==> src/rtl/hbridge_pwm_decoder.sv <==
// hbridge_pwm_decoder
// Watches the H-bridge drive pins (ena PWM, in1, in2) and recovers the
// measured duty, direction and a shoot-through style fault flag. The pins
// are synchronized, sampled on a prescaled tick, and summarized once per
// frame of FRAME ticks with a one-clock duty_valid strobe.
//
// Optional feature macro: HBRIDGE_DECODER_PCT_EN
//   defined   -> duty_pct = floor(hi_cnt*100 / FRAME), registered on report
//   undefined -> no multiplier, duty_pct tied to 0
module hbridge_pwm_decoder #(
  parameter int DIV   = 1200,  // clk cycles per sample tick, >= 2
  parameter int FRAME = 256    // sample ticks per frame, power of two 16..256
) (
  input  logic       clk,
  input  logic       rst,
  input  logic       ena,
  input  logic       in1,
  input  logic       in2,
  output logic [7:0] duty,
  output logic [1:0] dir,
  output logic       fault,
  output logic       duty_valid,
  output logic [6:0] duty_pct
);

  localparam int DIVW = $clog2(DIV);
  localparam int CW   = $clog2(FRAME);

  localparam logic [DIVW-1:0] DIV_LAST   = DIVW'(DIV - 1);
  localparam logic [CW-1:0]   FRAME_LAST = CW'(FRAME - 1);

  typedef enum logic [1:0] {
    ALIGN   = 2'd0,
    MEASURE = 2'd1,
    REPORT  = 2'd2
  } state_t;

  // ------------------------------------------------------------------
  // Pin synchronizers: bit 0 = ena, bit 1 = in1, bit 2 = in2
  // ------------------------------------------------------------------
  logic [2:0] meta_q;
  logic [2:0] sync_q;
  logic       ena_prev_q;

  logic ena_s;
  logic in1_s;
  logic in2_s;
  logic ena_rise;

  // Two-flop synchronizer on every bridge pin
  always_ff @(posedge clk or posedge rst) begin
    if (rst) begin
      meta_q <= 3'b000;
      sync_q <= 3'b000;
    end else begin
      meta_q <= {in2, in1, ena};
      sync_q <= meta_q;
    end
  end

  assign ena_s = sync_q[0];
  assign in1_s = sync_q[1];
  assign in2_s = sync_q[2];

  // Delayed synchronized ena, used to find the PWM rising edge for alignment
  always_ff @(posedge clk or posedge rst) begin
    if (rst) begin
      ena_prev_q <= 1'b0;
    end else begin
      ena_prev_q <= ena_s;
    end
  end

  assign ena_rise = ena_s & ~ena_prev_q;

  // ------------------------------------------------------------------
  // Prescaler: free-running, tick on the last count of each period
  // ------------------------------------------------------------------
  logic [DIVW-1:0] div_cnt_q;
  logic            tick;

  assign tick = (div_cnt_q == DIV_LAST);

  // Prescaler counter wrapping 0..DIV-1
  always_ff @(posedge clk or posedge rst) begin
    if (rst) begin
      div_cnt_q <= '0;
    end else if (tick) begin
      div_cnt_q <= '0;
    end else begin
      div_cnt_q <= div_cnt_q + DIVW'(1);
    end
  end

  // ------------------------------------------------------------------
  // Frame state, accumulators and registered outputs
  // ------------------------------------------------------------------
  state_t        state_q,      state_d;
  logic [CW-1:0] align_cnt_q,  align_cnt_d;
  logic [CW-1:0] sample_cnt_q, sample_cnt_d;
  logic [8:0]    hi_cnt_q,     hi_cnt_d;
  logic [1:0]    dir_acc_q,    dir_acc_d;
  logic          flt_acc_q,    flt_acc_d;

  logic [7:0]    duty_q,       duty_d;
  logic [1:0]    dir_q,        dir_d;
  logic          fault_q,      fault_d;
  logic          valid_q,      valid_d;

  // Accumulator values after folding in the current synchronized sample
  logic [8:0]    hi_upd;
  logic [1:0]    dir_upd;
  logic          flt_upd;
  logic          report_now;

  // Fold one sample into the accumulators (only meaningful on a tick)
  always_comb begin
    hi_upd  = hi_cnt_q;
    dir_upd = dir_acc_q;
    flt_upd = flt_acc_q;
    if (ena_s) begin
      hi_upd = hi_cnt_q + 9'd1;
      if (in1_s != in2_s) begin
        dir_upd = {in2_s, in1_s};
      end else begin
        flt_upd = 1'b1;
      end
    end
  end

  // Next-state logic for alignment, measurement and reporting
  always_comb begin
    state_d      = state_q;
    align_cnt_d  = align_cnt_q;
    sample_cnt_d = sample_cnt_q;
    hi_cnt_d     = hi_cnt_q;
    dir_acc_d    = dir_acc_q;
    flt_acc_d    = flt_acc_q;
    duty_d       = duty_q;
    dir_d        = dir_q;
    fault_d      = fault_q;
    valid_d      = 1'b0;
    report_now   = 1'b0;

    case (state_q)
      ALIGN: begin
        if (ena_rise) begin
          // The tick closing the edge's period is sample 0; if the tick
          // lands on the edge cycle itself that sample is taken right now.
          state_d     = MEASURE;
          align_cnt_d = '0;
          if (tick) begin
            sample_cnt_d = CW'(1);
            hi_cnt_d     = hi_upd;
            dir_acc_d    = dir_upd;
            flt_acc_d    = flt_upd;
          end else begin
            sample_cnt_d = '0;
          end
        end else if (tick) begin
          if (align_cnt_q == FRAME_LAST) begin
            // No PWM edge within a whole frame: start measuring anyway
            state_d      = MEASURE;
            align_cnt_d  = '0;
            sample_cnt_d = '0;
          end else begin
            align_cnt_d = align_cnt_q + CW'(1);
          end
        end
      end

      MEASURE: begin
        if (tick) begin
          sample_cnt_d = sample_cnt_q + CW'(1);
          hi_cnt_d     = hi_upd;
          dir_acc_d    = dir_upd;
          flt_acc_d    = flt_upd;
          if (sample_cnt_q == FRAME_LAST) begin
            // Last sample of the frame: publish so the strobe is high
            // exactly during the REPORT cycle.
            state_d    = REPORT;
            report_now = 1'b1;
            duty_d     = hi_upd[8] ? 8'hFF : hi_upd[7:0];
            dir_d      = dir_upd;
            fault_d    = flt_upd;
            valid_d    = 1'b1;
          end
        end
      end

      REPORT: begin
        // Prescaler cannot tick here (DIV >= 2), so nothing is lost
        state_d      = MEASURE;
        sample_cnt_d = '0;
        hi_cnt_d     = '0;
        dir_acc_d    = 2'b00;
        flt_acc_d    = 1'b0;
      end

      default: begin
        state_d = ALIGN;
      end
    endcase
  end

  // State and accumulator registers
  always_ff @(posedge clk or posedge rst) begin
    if (rst) begin
      state_q      <= ALIGN;
      align_cnt_q  <= '0;
      sample_cnt_q <= '0;
      hi_cnt_q     <= '0;
      dir_acc_q    <= 2'b00;
      flt_acc_q    <= 1'b0;
    end else begin
      state_q      <= state_d;
      align_cnt_q  <= align_cnt_d;
      sample_cnt_q <= sample_cnt_d;
      hi_cnt_q     <= hi_cnt_d;
      dir_acc_q    <= dir_acc_d;
      flt_acc_q    <= flt_acc_d;
    end
  end

  // Output registers, held between reports
  always_ff @(posedge clk or posedge rst) begin
    if (rst) begin
      duty_q  <= 8'd0;
      dir_q   <= 2'b00;
      fault_q <= 1'b0;
      valid_q <= 1'b0;
    end else begin
      duty_q  <= duty_d;
      dir_q   <= dir_d;
      fault_q <= fault_d;
      valid_q <= valid_d;
    end
  end

  assign duty       = duty_q;
  assign dir        = dir_q;
  assign fault      = fault_q;
  assign duty_valid = valid_q;

`ifdef HBRIDGE_DECODER_PCT_EN
  // Percent = hi_cnt*100 / FRAME; FRAME is a power of two so the divide
  // is a right shift. 256*100 fits comfortably in 16 bits.
  logic [15:0] pct_prod;
  logic [6:0]  pct_w;
  logic [6:0]  pct_q, pct_d;

  assign pct_prod = {7'd0, hi_upd} * 16'd100;
  assign pct_w    = 7'(pct_prod >> CW);

  // Capture the percentage alongside the other report fields
  always_comb begin
    pct_d = pct_q;
    if (report_now) begin
      pct_d = pct_w;
    end
  end

  // Percent output register
  always_ff @(posedge clk or posedge rst) begin
    if (rst) begin
      pct_q <= 7'd0;
    end else begin
      pct_q <= pct_d;
    end
  end

  assign duty_pct = pct_q;
`else
  assign duty_pct = 7'd0;
`endif

endmodule

==> config.mk <==
export PLATFORM = sky130hd
export DESIGN_NAME = hbridge_pwm_decoder
export DESIGN_NICKNAME = d
export VERILOG_FILES = /design/src/rtl/hbridge_pwm_decoder.sv
export SDC_FILE = /design/constraint.sdc
export NUM_CORES = 1
export LEC_CHECK = 0
export CORE_AREA = 8 8 96 98
export DETAILED_ROUTE_END_ITERATION = 10
export DIE_AREA = 0 0 104 106
export PLACE_DENSITY = 0.62
export SYNTH_ARGS = -nofsm -noshare
export SYNTH_HDL_FRONTEND = slang
export SYNTH_SLANG_ARGS = --single-unit
==> constraint.sdc <==
create_clock -name clk -period 3.6 [get_ports clk]
set_input_delay 0.54 -clock clk [delete_from_list [all_inputs] [get_ports clk]]
set_output_delay 0.54 -clock clk [all_outputs]
set_load 0.05 [all_outputs]
# Word-level counts from Yosys, hierarchy flattened
# Cells that the tools add are included.
# W data, S select, Z words.
# totals
register_bits,60
elab_cells,73
inputBits,5
out_inout_bits,19
# classes
mux,34
eq_ne,11
n_addsub,4
bitwise,2
n_reduce_logical,8
# ops
operator,count
$mux W8,8
$mux W9,3
$pmux W9 S3,1
$pmux W8 S3,1
$mux W2,9
$add A8 B1 Y8 const B,2
$eq A8 B8 Y1 const B,2
$pmux W2 S3,2
$add A11 B1 Y11 const B,1
$eq A11 B11 Y1 const B,1
$mux W11,1
$add A9 B1 Y9 const B,1
$mux W1,8
$reduce_and A4 Y1,2
$ne A2 B2 Y1 const B,3
$ne A3 B3 Y1 const B,2
$reduce_and A2 Y1,2
$pmux W1 S3,1
$reduce_and A3 Y1,1
$reduce_bool A3 Y1,1
$eq A2 B1 Y1 const B,1
$eq A2 B2 Y1 const B,1
$logic_not A2 Y1,1
$reduce_bool A2 Y1,1
3 further kinds,3

# Longest topological paths before layout
# logic_depth
depth_word,6
mapped_depth,8
ltp_nobuf,7

# Worst setup path before layout
# Ideal clock, no wire load.
# synth_timing
path_kind,register to register
from,reg div_cnt_q[4]
to,reg hi_cnt_q[5]
period_less_slack_ns,2.215
n_path_buf,0
path_slack_ns,1.385
arrival_time_ns,2.149
setup_ns,0.066
stages_incl_launch_ff,6
required_ns,3.534
cell_sequence,dfrtp_1 > or4b_1 > nor4_4 > nand3_1 > or4_1 > nand2_1
# synth_via
elab_chain_cells,4
# synth_rtl
element,line_no,source
from (decl),79,logic [DIVW-1:0] div_cnt_q;
from (signal assigned),91,div_cnt_q <= div_cnt_q + DIVW'(1);
$eq A11 B11 Y1 (*),82,assign tick = (div_cnt_q == DIV_LAST);
$mux W9 (*),n/a,
$mux W9,n/a,
$pmux W9 S3 (*),n/a,
to (signal assigned),219,hi_cnt_q <= hi_cnt_d;
to (decl),101,"logic [8:0] hi_cnt_q, hi_cnt_d;"
# Every way passes the cells marked *; elsewhere a longest branch is shown, timed or not. The select of a mux whose other input is x is not followed.
# A chain may end at the register's enable or synchronous reset.

# Worst setup path in the final report
# layout_timing
from,reg div_cnt_q[4]
to,reg hi_cnt_q[4]
# The elaborated chain is that of the path after synthesis.

==> results.json <==
{
  "drive_gt1_share_pct": 6.567,
  "final-hold-violation-count": 0,
  "nFillCells": 768,
  "end_kind": "flip-flop",
  "setup.worst_path.end": "hi_cnt_q[4]",
  "synth.yosys.seq_area_share_pct": 49.69,
  "clk_latency_ns": 0.34,
  "grt_max_degree": 61,
  "fin_crit_sh_pct": 72.90,
  "synth_area_sq_um": 3022,
  "fp.dieArea_sq_um": 11020,
  "hold_class": "reg2reg",
  "antenna_found_initial": 0,
  "htree_levels": 3,
  "gp_congestion": 0.7682,
  "hpwl_um": 4053,
  "synth_edf_count": 0,
  "rrSetupSlack_ns": 0.98,
  "synthCells": 314,
  "core_sq_um": 7845,
  "clock_sinks": 60,
  "cts_hold_buf": 0,
  "relSlewSlack_pct": 50.72,
  "syn_area_per_cell_sq_um": 9.623,
  "clock_path_buffers": 2,
  "cts_setup_buffers": 0,
  "arrival_ns": 2.87,
  "post_drt_wl_per_cell_um": 13.55,
  "hold_start": "meta_q[0]",
  "drtAntennaViolNets": 0,
  "routed_via_density": 5.198,
  "drt_iter0_drc": 91,
  "nets": 345,
  "worstSetupPathType": "reg2reg",
  "syn2layout_area_growth_pct": 13.08,
  "clock_skew_ns": 0.008651,
  "ios": 24,
  "status": "finished clean",
  "cts_tree": "built",
  "synthFlopType": "dfrtp_1",
  "p_leak_uw": 0.001532,
  "root_buffer": "clkbuf_8",
  "rsz0062_at_grt": "false",
  "ys_ff_latch": 60,
  "path_clk_slew_ns": 0.06,
  "diodes": 0,
  "r2r-start": "div_cnt_q[4]",
  "cts_resized": 0,
  "crit_fanout": 22,
  "start_util_pct": 38.52,
  "max_freq_mhz": 381.0,
  "grt.total_usage_pct": 11.58,
  "tightestPinTransition_ns": 0.7392,
  "synth_cell_types": 44,
  "die_h_um": 106,
  "synth-warning-count": 0,
  "fin_setup_tns_ns": 0,
  "yosys.area.top_type": "dfrtp_1",
  "cp-startpoint": "div_cnt_q[4]",
  "worstReg2RegEnd": "hi_cnt_q[4]",
  "post-route-min-period_ns": 2.624,
  "drv_slew": 0,
  "rr_worst_depth": 7,
  "routed_wl_um": 5962,
  "fin_util_pct": 43.56,
  "die_w_um": 104,
  "crit_path_start_kind": "flip-flop",
  "synth.area.top_cells": "dfrtp_1 (50%), and3_1 (3.7%), ha_1 (3.7%)",
  "grt_pass1_vias": 2240,
  "fp-row-count": 33,
  "async_flop_share_pct": 100.0,
  "critical_path_required_ns": 3.84,
  "p_per_area_nw_per_um2": 465.2,
  "synth_top_area_share_pct": 49.69,
  "grt_pass1_wl_um": 10570,
  "setup_viol": 0,
  "peakVddDrop_v": 0.0003219,
  "grt-ovfl-total": 0,
  "dr.pass1.iters": 4,
  "maxCapViolations": 0,
  "vias": 2287,
  "cts_buffers": 9,
  "port_buffers": 16,
  "drc": 0
}
-- power by group --
group	internal [uW]	leakage [uW]	total (uW)	switching [uW]
Combinational	119	0.000656	360	241
Sequential	707	0.000792	737	30.0
Clock	239	0.0000844	493	254
Total	1060	0.00153	1590	525
-- registers in the layout, summed over array words and instances, names as in the netlist --
name / cells
align_cnt_q: 8
dir: 2
dir_acc_q: 2
div_cnt_q: 11
duty: 8
duty_valid: 1
ena_prev_q: 1
fault: 1
flt_acc_q: 1
hi_cnt_q: 9
meta_q: 3
sample_cnt_q: 8
state_q: 2
sync_q: 3
-- cells in the mapped netlist, types with 2 or more instances --
master,count
ha_1,9
a21oi_1,22
o211ai_1,5
nor3_1,4
clkbuf_1,10
nand3_1,12
nand2_1,30
mux2i_1,2
o21ai_1,15
dfrtp_1,60
or4_1,4
and3_1,18
xnor2_1,11
inv_1,7
buf_2,3
xor2_1,4
a21o_1,4
buf_4,7
nor2_1,27
nand4_1,6
mux2_1,2
o31ai_1,14
a31oi_1,6
o21ai_0,12
-- critical path, stage by stage (launching register included) --
cell and delay [ns]:
dfrtp_1 0.43, or4b_1 0.59, nor4_4 0.35, buf_4 0.30, o21ai_1 0.08, buf_4 0.21, or4_1 0.47, o211ai_1 0.11
-- area by class of cell --
type / instances / area, sq um / share of cell area [%]
Sequential cell: 60 / 1501 / 43.94
Multi-Input combinational cell: 233 / 1411 / 41.30
Timing Repair Buffer: 20 / 190.2 / 5.566
Tap cell: 105 / 131.4 / 3.845
Clock buffer: 9 / 123.9 / 3.625
Clock inverter: 6 / 32.53 / 0.9520
Inverter: 7 / 26.28 / 0.7689
-- per-layer routing --
metal  vias to the layer above  global-route usage [%]  part of all wire [%]
met2                        42                   17.69                    45
met3                         6                   2.904                   3.9
met5                         -                       0                     0
met4                         0                   6.308                   1.4
li1                       1152                       -                     -
met1                      1087                   14.83                    50
-- cell usage in the layout, fill, tap and decap left out, types with 2 or more instances in the layout --
cell type	netlist	routed
clkdlybuf4s50_1	0	16
dfrtp_1	60	60
mux2i_1	2	2
mux2_1	2	2
ha_1	9	9
inv_1	7	6
o211ai_1	5	5
nor3_1	4	4
o21ai_1	15	15
xor2_1	4	4
a21oi_1	22	22
o31ai_1	14	14
conb_1	1	7
buf_4	7	4
clkinv_2	0	5
and3_1	18	18
nand3_1	12	12
nor2_1	27	27
or4_1	4	4
nand2_1	30	30
nand4_1	6	6
a21o_1	4	4
a31oi_1	6	6
clkbuf_8	0	9
xnor2_1	11	11
o21ai_0	12	12
-- cells by family (layout without fill, tap and decap cells) --
family          Yosys count  after routing  synth area share, %
xor+xnor                 15             15                4.348
buf+inv                  27             42                4.348
compound gates           89             89                18.06
other cells               1              7               0.1241
simple gates            109            109                18.30
flops                    60             60                49.69
fa+ha+maj                 9              9                3.727
mux                       4              4                1.408
-- worst min-delay path by stage --
stage                     cells past startpoint   endpoint
after floorplan                               0  sync_q[0]
final                                         0  sync_q[0]
after global placement                        0  sync_q[1]
after detailed placement                      0  sync_q[0]
after global routing                          0  sync_q[0]
after CTS                                     0  sync_q[0]
-- stage by stage --
stage | setup WS (ns) | cell area (sq um) | total power [uW] | hold slack [ns] | cells
floorplan | 1.385 | 3044 | 1030 | 0.3312 | 320
global placement | 0.9791 | 3261 | 1100 | 0.3338 | 425
detailed placement | 0.9372 | 3261 | 1110 | 0.3347 | 425
CTS | 0.9106 | 3417 | 1611 | 0.3490 | 440
global route | 0.6999 | 3417 | 1690 | 0.3548 | 440
finish | 0.9756 | 3417 | 1590 | 0.3482 | 440
Note: power is estimated with default switching activity, not from simulation.
